--- src/rtl/pipe_stage_pkg.sv ---
// rtl/pipe_stage_pkg.sv - shared types for the pipe_stage register slice
package pipe_stage_pkg;

    localparam int DEFAULT_DATA_W = 64;
    localparam int DEFAULT_CNT_W  = 16;

    // Next-cycle action applied to the main (output) entry.
    typedef enum logic [1:0] {
        ACT_HOLD      = 2'd0,
        ACT_LOAD_IN   = 2'd1,
        ACT_LOAD_SKID = 2'd2,
        ACT_CLEAR     = 2'd3
    } main_act_e;

endpackage

--- src/rtl/pipe_skid_buf.sv ---
// rtl/pipe_skid_buf.sv - single overflow entry (payload + valid) used by pipe_stage
module pipe_skid_buf #(
    parameter int                 DATA_W = 64,
    parameter logic [DATA_W-1:0]  BUBBLE = {DATA_W{1'b0}}
) (
    input  logic              clk_i,
    input  logic              rst_i,
    input  logic              load_i,
    input  logic              clear_i,
    input  logic [DATA_W-1:0] data_i,
    output logic              valid_o,
    output logic [DATA_W-1:0] data_o
);

    logic              valid_q, valid_d;
    logic [DATA_W-1:0] data_q, data_d;

    always_comb begin
        valid_d = valid_q;
        data_d  = data_q;
        if (clear_i) begin
            valid_d = 1'b0;
            data_d  = BUBBLE;
        end else if (load_i) begin
            valid_d = 1'b1;
            data_d  = data_i;
        end
    end

    always_ff @(posedge clk_i or posedge rst_i) begin
        if (rst_i) begin
            valid_q <= 1'b0;
            data_q  <= BUBBLE;
        end else begin
            valid_q <= valid_d;
            data_q  <= data_d;
        end
    end

    assign valid_o = valid_q;
    assign data_o  = data_q;

endmodule

--- src/rtl/pipe_stage.sv ---
// rtl/pipe_stage.sv - pipeline stage register with flush and stall counter; PIPE_SKID_EN adds a skid entry
module pipe_stage
    import pipe_stage_pkg::*;
#(
    parameter int                 DATA_W = DEFAULT_DATA_W,
    parameter logic [DATA_W-1:0]  BUBBLE = {DATA_W{1'b0}},
    parameter int                 CNT_W  = DEFAULT_CNT_W
) (
    input  logic              psi_clk,
    input  logic              psi_rst,
    input  logic              psi_valid,
    input  logic [DATA_W-1:0] psi_data,
    output logic              pso_ready,
    input  logic              psi_flush,
    output logic              pso_valid,
    output logic [DATA_W-1:0] pso_data,
    input  logic              psi_ready,
    output logic [CNT_W-1:0]  pso_stall_cnt
);

    logic              valid_q, valid_d;
    logic [DATA_W-1:0] data_q, data_d;
    logic [CNT_W-1:0]  cnt_q, cnt_d;
    logic              xfer_in, xfer_out;
    logic [DATA_W-1:0] skid_data;
    main_act_e         act;

    assign xfer_out = valid_q & psi_ready;

`ifdef PIPE_SKID_EN
    logic skid_valid, skid_load, skid_clear;

    // Ready is registered: only the skid entry's occupancy gates intake.
    assign pso_ready = ~skid_valid;
    assign xfer_in   = psi_valid & ~skid_valid;

    always_comb begin
        act        = ACT_HOLD;
        skid_load  = 1'b0;
        skid_clear = 1'b0;
        if (psi_flush) begin
            act        = ACT_CLEAR;
            skid_clear = 1'b1;
        end else if (xfer_out) begin
            if (skid_valid) begin
                act        = ACT_LOAD_SKID;
                skid_clear = 1'b1;
            end else if (xfer_in) begin
                act = ACT_LOAD_IN;
            end else begin
                act = ACT_CLEAR;
            end
        end else if (xfer_in) begin
            if (valid_q) begin
                skid_load = 1'b1;
            end else begin
                act = ACT_LOAD_IN;
            end
        end
    end

    pipe_skid_buf #(
        .DATA_W (DATA_W),
        .BUBBLE (BUBBLE)
    ) u_skid (
        .clk_i   (psi_clk),
        .rst_i   (psi_rst),
        .load_i  (skid_load),
        .clear_i (skid_clear),
        .data_i  (psi_data),
        .valid_o (skid_valid),
        .data_o  (skid_data)
    );
`else
    assign pso_ready = psi_ready | ~valid_q;
    assign xfer_in   = psi_valid & pso_ready;
    assign skid_data = BUBBLE;

    always_comb begin
        act = ACT_HOLD;
        if (psi_flush) begin
            act = ACT_CLEAR;
        end else if (xfer_in) begin
            act = ACT_LOAD_IN;
        end else if (xfer_out) begin
            act = ACT_CLEAR;
        end
    end
`endif

    // An empty main entry always holds BUBBLE so pso_data needs no output mux.
    always_comb begin
        valid_d = valid_q;
        data_d  = data_q;
        case (act)
            ACT_LOAD_IN: begin
                valid_d = 1'b1;
                data_d  = psi_data;
            end
            ACT_LOAD_SKID: begin
                valid_d = 1'b1;
                data_d  = skid_data;
            end
            ACT_CLEAR: begin
                valid_d = 1'b0;
                data_d  = BUBBLE;
            end
            default: begin
                valid_d = valid_q;
                data_d  = data_q;
            end
        endcase
    end

    always_comb begin
        cnt_d = cnt_q;
        if (valid_q && !psi_ready && !(&cnt_q)) begin
            cnt_d = cnt_q + {{(CNT_W-1){1'b0}}, 1'b1};
        end
    end

    always_ff @(posedge psi_clk or posedge psi_rst) begin
        if (psi_rst) begin
            valid_q <= 1'b0;
            data_q  <= BUBBLE;
            cnt_q   <= '0;
        end else begin
            valid_q <= valid_d;
            data_q  <= data_d;
            cnt_q   <= cnt_d;
        end
    end

    assign pso_valid     = valid_q;
    assign pso_data      = data_q;
    assign pso_stall_cnt = cnt_q;

endmodule

--- config.mk ---
export PLATFORM = sky130hd
export DESIGN_NAME = pipe_stage
export DESIGN_NICKNAME = d
export VERILOG_FILES = /design/src/rtl/pipe_stage_pkg.sv /design/src/rtl/pipe_skid_buf.sv /design/src/rtl/pipe_stage.sv
export SDC_FILE = /design/constraint.sdc
export NUM_CORES = 1
export LEC_CHECK = 0
export CORE_MARGIN = 3
export CORE_UTILIZATION = 23
export CTS_BUF_LIST = sky130_fd_sc_hd__clkbuf_8 sky130_fd_sc_hd__clkbuf_16
export DETAILED_ROUTE_END_ITERATION = 6
export PLACE_DENSITY = 0.51
export SYNTH_ARGS = -nofsm -noshare
export SYNTH_HDL_FRONTEND = slang
export SYNTH_SLANG_ARGS = --single-unit
--- constraint.sdc ---
create_clock -name psi_clk -period 2.5 [get_ports psi_clk]
set_input_delay 0.5 -clock psi_clk [delete_from_list [all_inputs] [get_ports psi_clk]]
set_output_delay 0.5 -clock psi_clk [all_outputs]
set_load 0.02 [all_outputs]
==> results of run 1 <==
-- cells in the mapped netlist --
cell      number  share of area
dfrtp_1       81           0.66
a22o_1        64           0.18
xnor2_1        9          0.026
nand3_1        8          0.013
nor2_1         7         0.0086
nand4_1        6          0.012
a21oi_1        5         0.0082
buf_1          5         0.0061
buf_2          5         0.0082
nand2_1        5         0.0061
clkbuf_1       4         0.0049
inv_1          3         0.0037
nor3_1         3         0.0049
xor2_1         3         0.0086
nor3b_1        2         0.0049
o21ai_0        2         0.0033
and3_1         1         0.0020
and4b_1        1         0.0033
ha_1           1         0.0041
mux2_4         1         0.0049
nand2b_1       1         0.0020
nand3_2        1         0.0033
nor2_2         1         0.0020
nor2b_1        1         0.0020
nor4_1         1         0.0020
o31a_1         1         0.0029
or3_4          1         0.0037
or4_1          1         0.0025
-- sequential cells by signal, indices dropped and copies added (netlist names) --
register and count:
pso_stall_cnt 16, pso_data 64, pso_valid 1
-- final timing paths --
kind	from	end	slack (ns)	cells after the start
setup / recovery	psi_ready	pso_ready	0.24	4
hold / removal	pso_stall_cnt[6]	pso_stall_cnt[6]	0.50	1
setup reg to reg	pso_stall_cnt[12]	pso_stall_cnt[1]	0.67	4
hold reg to reg	pso_stall_cnt[6]	pso_stall_cnt[6]	0.50	1
max in group asynchronous	psi_rst	pso_stall_cnt[13]	1.35	3
min in group asynchronous	psi_rst	pso_data[58]	0.65	3
-- where the power goes --
group | total (mW) | switching, mW | internal, mW | leakage (nW)
registers | 1.51 | 0.0981 | 1.41 | 1.09
clock network | 1.31 | 0.497 | 0.815 | 0.153
logic | 0.671 | 0.314 | 0.357 | 0.963
total | 3.49 | 0.908 | 2.59 | 2.20
-- routing by layer --
layer | part of all wire | routed length, um | up-vias | track usage
li1 | - | - | 1151 | -
met1 | 0.47 | 3960 | 1176 | 0.164
met2 | 0.45 | 3830 | 83 | 0.170
met3 | 0.077 | 656 | 5 | 0.0480
met4 | 0.0072 | 61 | 0 | 0.0378
met5 | 0 | 0 | - | 0
-- layout make-up --
class,count,area [sq um],area share
sequential,81,2030,0.398
timing repair buffer,158,1570,0.309
multi-input combinational,126,970,0.190
clock buffer,11,253,0.0496
tap,172,215,0.0422
clock inverter,4,43.8,0.00859
inverter,3,15.0,0.00295
-- metrics by stage --
| step | power [mW] | util | std cells |
|---|---|---|---|
| 2_1_floorplan | 1.82 | - | 224 |
| 3_3_place_gp | 2.21 | 0.374 | 540 |
| 3_5_place_dp | 2.21 | 0.374 | 540 |
| 4_1_cts | 3.56 | 0.397 | 555 |
| 5_1_grt | 3.68 | 0.397 | 555 |
| 6_report | 3.49 | 0.397 | 555 |
-- cells in the final DEF, fill, tap and decap left out --
cell,count
a21oi_1,5
buf_12,1
nand4_1,6
clkdlybuf4s50_1,150
nand3_1,8
clkbuf_8,2
buf_4,7
nand3_2,1
a22o_1,64
mux2_4,1
inv_1,3
clkinvlp_4,1
o21ai_0,2
nor2_1,7
clkinv_2,2
nor2_4,1
nand2_1,5
nor3b_1,1
xor2_1,3
dfrtp_1,81
nor2b_1,1
ha_1,1
nand2b_1,1
bufinv_16,1
clkbuf_16,9
o31a_1,1
xnor2_1,9
or3_4,1
or4_1,1
nor4_1,1
nor3_1,3
nor3b_2,1
and4b_1,1
and3_1,1
-- kinds of logic after synthesis --
group | after synthesis | share of synthesized area
flip-flops | 81 | 0.663
AO/OA/AOI/OAI | 72 | 0.198
AND/OR/NAND/NOR | 40 | 0.0729
buffers and inverters | 17 | 0.0229
XOR/XNOR | 12 | 0.0344
multiplexers | 1 | 0.00491
adder cells (fa/ha/maj) | 1 | 0.00409
-- worst reg2reg max path: stages, from the launching register on --
cell and delay (ns):
dfrtp_1 0.43, nand4_1 0.19, or3_4 0.44, o31a_1 0.35, mux2_4 0.30
==> reports/qor.yml, run 1 <==
floorplan:
  die_area_sq_mm: 0.0147
  initial_core_util: 0.238
  die_h_um: 121
  die_x_um: 121
  pin_count: 151
  rows: 41
  core_area_sq_mm: 0.0128
grt:
  grt_overflow_total: 0
  grt_pass1_wl_um: 13700
  grt_pass1_vias: 2545
  grt_max_degree: 50
  antenna_found_initial: 0
  grt.total_usage: 0.119
clocking:
  cts_resized: 0
  cts_root_buf: "clkbuf_16"
  cts_hold_buf: 0
  cts_setup_buffers: 0
  cts_tree: "done"
  clkSinkCount: 81
  clk_path_buf_depth: 2
  numCtsBuffers: 9
  clkTransAtPathRegs_ns: 0.05
  clock_latency_ns: 0.33
  h-tree-depth: 3
detailed_routing:
  viasPerCell: 4.35
  routed_wirelength_um: 8510
  vias: 2415
  wire_per_inst_um: 15.3
  drc: 0
  drt_iter0_markers: 148
  ant_nets: 0
  drt-pass1-iter-count: 4
hold_path:
  min_path_type: "reg2reg"
worst_setup_path:
  critical_path_class: "in2out"
  critical_path.slowest_cell: "clkdlybuf4s50_1"
  cp-start-kind: "primary input"
  crit_chain: "clkdlybuf4s50_1 -> nor2b_1 -> inv_1 -> clkdlybuf4s50_1"
  crit_fanout: 3
  required_ns: 2.00
  critPathBufInv: 3
  cp_common_cell: "clkdlybuf4s50_1"
  arrival_ns: 1.76
  crit_path_max_incr_delay_ns: 0.54
  critPathTopFamily: "buffers and inverters"
  cp-end-kind: "primary output"
cells_and_area:
  antennaDiodeCount: 0
  drive_above_1_share: 0.0731
  fin_nets: 449
  n_fill_cell: 1273
  syn2layout_area_growth_pct: 66.8
  final_cell_area_sq_mm: 0.00510
timing:
  min_period_ns: 2.26
  finalCritPeriodShare: 0.905
  clock_skew_ns: 0.00526
  max_freq_mhz: 442
  final_max_slew_viol_count: 0
  setup_violations: 0
  tns_ns: 0
  rsz0062_at_grt: "no"
  whs_ns: 0.496
  slew_headroom: 0.537
  worst_pin_slew_ns: 0.693
  hold_violations: 0
  setup_ws_ns: 0.237
placed_design:
  dpl.hpwl_um: 6000
  place_area_sq_mm: 0.00480
  place_worst_setup_slack_ns: 0.145
  gp_congestion: 0.770
  io_buffer_count: 150
yosys:
  avgSynthCellArea_sq_um: 13.6
  synth-seq-cells: 81
  synth.distinct_cells: 28
  syn_nets: 294
  synth_warnings: 0
  ys_seq_area_frac: 0.663
  syn_area_sq_mm: 0.00306
  syn_inst: 224
power:
  p_leak_nw: 2.20
  powerDensity_mw_per_mm2: 685
  ir_drop_uv: 263
run_status:
  status: "completed"
run:
  max-cap-violations: 0
Note: power is estimated with default switching activity, not from simulation.
==> run 2: changes to the inputs <==
--- a/config.mk
+++ b/config.mk
@@ -7,7 +7,7 @@
 export LEC_CHECK = 0
 export CORE_MARGIN = 3
 export CORE_UTILIZATION = 23
-export CTS_BUF_LIST = sky130_fd_sc_hd__clkbuf_8 sky130_fd_sc_hd__clkbuf_16
+export CTS_BUF_LIST = sky130_fd_sc_hd__clkbuf_16
 export DETAILED_ROUTE_END_ITERATION = 6
 export PLACE_DENSITY = 0.51
 export SYNTH_ARGS = -nofsm -noshare
==> reports/qor.yml, run 2 (same netlist as run 1, synthesis figures left out) <==
worst_setup_path:
  crit_chain: "clkdlybuf4s50_1 -> nor2b_1 -> inv_1 -> clkdlybuf4s50_1"  # unchanged
  arrival_ns: 1.76  # about the same
  critical_path.slowest_cell: "clkdlybuf4s50_1"  # unchanged
  required_ns: 2.00  # about the same
  cp-end-kind: "primary output"  # unchanged
  crit_path_max_incr_delay_ns: 0.54  # about the same
  cp_common_cell: "clkdlybuf4s50_1"  # unchanged
  critical_path_class: "in2out"  # unchanged
  cp-start-kind: "primary input"  # unchanged
  crit_fanout: 3  # unchanged
grt:
  grt_pass1_wl_um: 13700  # unchanged
  grt_pass1_vias: 2545  # unchanged
  antenna_found_initial: 0  # unchanged
  grt_overflow_total: 0  # unchanged
  grt.total_usage: 0.119  # unchanged
  grt_max_degree: 50  # unchanged
cells_and_area:
  layout_commonest_cell: "clkdlybuf4s50_1"  # unchanged
  fin_nets: 449  # unchanged
  antennaDiodeCount: 0  # unchanged
  layout_common_cells: "150 x clkdlybuf4s50_1, 81 x dfrtp_1, 64 x a22o_1, 9 x xnor2_1, 9 x clkbuf_16"  # unchanged
  syn2layout_area_growth_pct: 66.1  # was 66.8%
  post-route-util: 0.396  # was 0.397
  largest_reg_flops: 64  # unchanged
  n_fill_cell: 1275  # was 1,273
  drive_above_1_share: 0.0679  # was 0.0731
clocking:
  cts_root_buf: "clkbuf_16"  # unchanged
  h-tree-depth: 3  # unchanged
  cts_resized: 0  # unchanged
  cts_tree: "done"  # unchanged
  cts_hold_buf: 0  # unchanged
  clkSinkCount: 81  # unchanged
  numCtsBuffers: 9  # unchanged
  clock_latency_ns: 0.33  # about the same
  clk_path_buf_depth: 2  # unchanged
  cts_setup_buffers: 0  # unchanged
  clkTransAtPathRegs_ns: 0.05  # about the same
floorplan:
  initial_core_util: 0.238  # unchanged
  pin_count: 151  # unchanged
  die_area_sq_mm: 0.0147  # unchanged
  rows: 41  # unchanged
  die_x_um: 121  # unchanged
  die_h_um: 121  # unchanged
  core_area_sq_mm: 0.0128  # unchanged
detailed_routing:
  met1_length_um: 3950  # was 3960 um
  met2_length_um: 3840  # was 3830 um
  routed.top_layer: "met4"  # unchanged
  drt_iter0_markers: 148  # unchanged
  viasPerCell: 4.35  # about the same
  vias: 2417  # was 2,415
  drc: 0  # unchanged
  wire_per_inst_um: 15.3  # about the same
  drt-pass1-iter-count: 4  # unchanged
  wl_met3_um: 656  # unchanged
  routed_wirelength_um: 8510  # about the same
  ant_nets: 0  # unchanged
timing:
  hold_violations: 0  # unchanged
  worst_pin_slew_ns: 0.693  # unchanged
  finalCritPeriodShare: 0.905  # unchanged
  tns_ns: 0  # unchanged
  min_period_ns: 2.26  # unchanged
  max_freq_mhz: 442  # unchanged
  setup_violations: 0  # unchanged
  slew_headroom: 0.537  # unchanged
  clock_skew_ns: 0.00521  # was 0.00526 ns
  final_max_slew_viol_count: 0  # unchanged
  rsz0062_at_grt: "no"  # unchanged
run_status:
  status: "completed"  # unchanged
power:
  powerDensity_mw_per_mm2: 676  # was 685 mW/mm^2
  p_leak_nw: 2.19  # was 2.20 nW
  ir_drop_uv: 246  # was 263 uV
run:
  max-cap-violations: 0  # unchanged
placed_design:
  dpl.hpwl_um: 6000  # unchanged
  io_buffer_count: 150  # unchanged
  gp_congestion: 0.770  # unchanged
hold_path:
  min_path_type: "reg2reg"  # unchanged
-- run 2: cell count changes in the layout (fill, tap and decap cells not counted) --
cell	change
clkbuf_8	-2
clkinv_1	+2
-- run 2: final timing paths --
path / from / end / slack [ns] / depth (start not counted)
max reg2reg: pso_stall_cnt[12] / pso_stall_cnt[1] / 0.67 / 4
min in group asynchronous: psi_rst / pso_data[54] / 0.65 / 3
max: psi_ready / pso_ready / 0.24 / 4
max in group asynchronous: psi_rst / pso_stall_cnt[13] / 1.35 / 3
min: pso_stall_cnt[6] / pso_stall_cnt[6] / 0.50 / 1
min reg2reg: pso_stall_cnt[6] / pso_stall_cnt[6] / 0.50 / 1
-- run 2: layout make-up --
| type | count | area (sq um) | share of cell area |
|---|---|---|---|
| Sequential cell | 81 | 2030 | 0.399 |
| Timing Repair Buffer | 158 | 1570 | 0.310 |
| Multi-Input combinational cell | 126 | 970 | 0.191 |
| Clock buffer | 9 | 225 | 0.0444 |
| Tap cell | 172 | 215 | 0.0424 |
| Clock inverter | 6 | 51.3 | 0.0101 |
| Inverter | 3 | 15.0 | 0.00296 |
-- run 2: per-layer routing --
metal	vias up	GRT usage
met5	-	0
met4	0	0.0378
met3	5	0.0480
met2	83	0.170
met1	1177	0.164
li1	1152	-
-- run 2: power breakdown --
part	internal (mW)	switching [mW]	leakage, nW	total [mW]
Sequential	1.41	0.0980	1.09	1.51
Clock	0.754	0.495	0.141	1.25
Combinational	0.357	0.314	0.963	0.671
Total	2.52	0.907	2.19	3.43
-- run 2: worst max-delay path, delay by kind of cell --
family,cells,cell delay [ns]
simple gates,1,0.19
buf+inv,3,1.06
-- run 2: through the flow --
| stage | std cells | hold slack, ns | area [sq um] | power [mW] | setup WS, ns |
|---|---|---|---|---|---|
| 6_report | 555 | 0.496 | 5080 | 3.43 | 0.237 |
| 5_1_grt | 555 | 0.521 | 5080 | 3.61 | 0.104 |
| 3_5_place_dp | 540 | 0.489 | 4800 | 2.21 | 0.145 |
| 3_3_place_gp | 540 | 0.482 | 4800 | 2.21 | 0.147 |
| 2_1_floorplan | 224 | 0.566 | 3060 | 1.82 | 0.666 |
| 4_1_cts | 555 | 0.496 | 5080 | 3.50 | 0.226 |
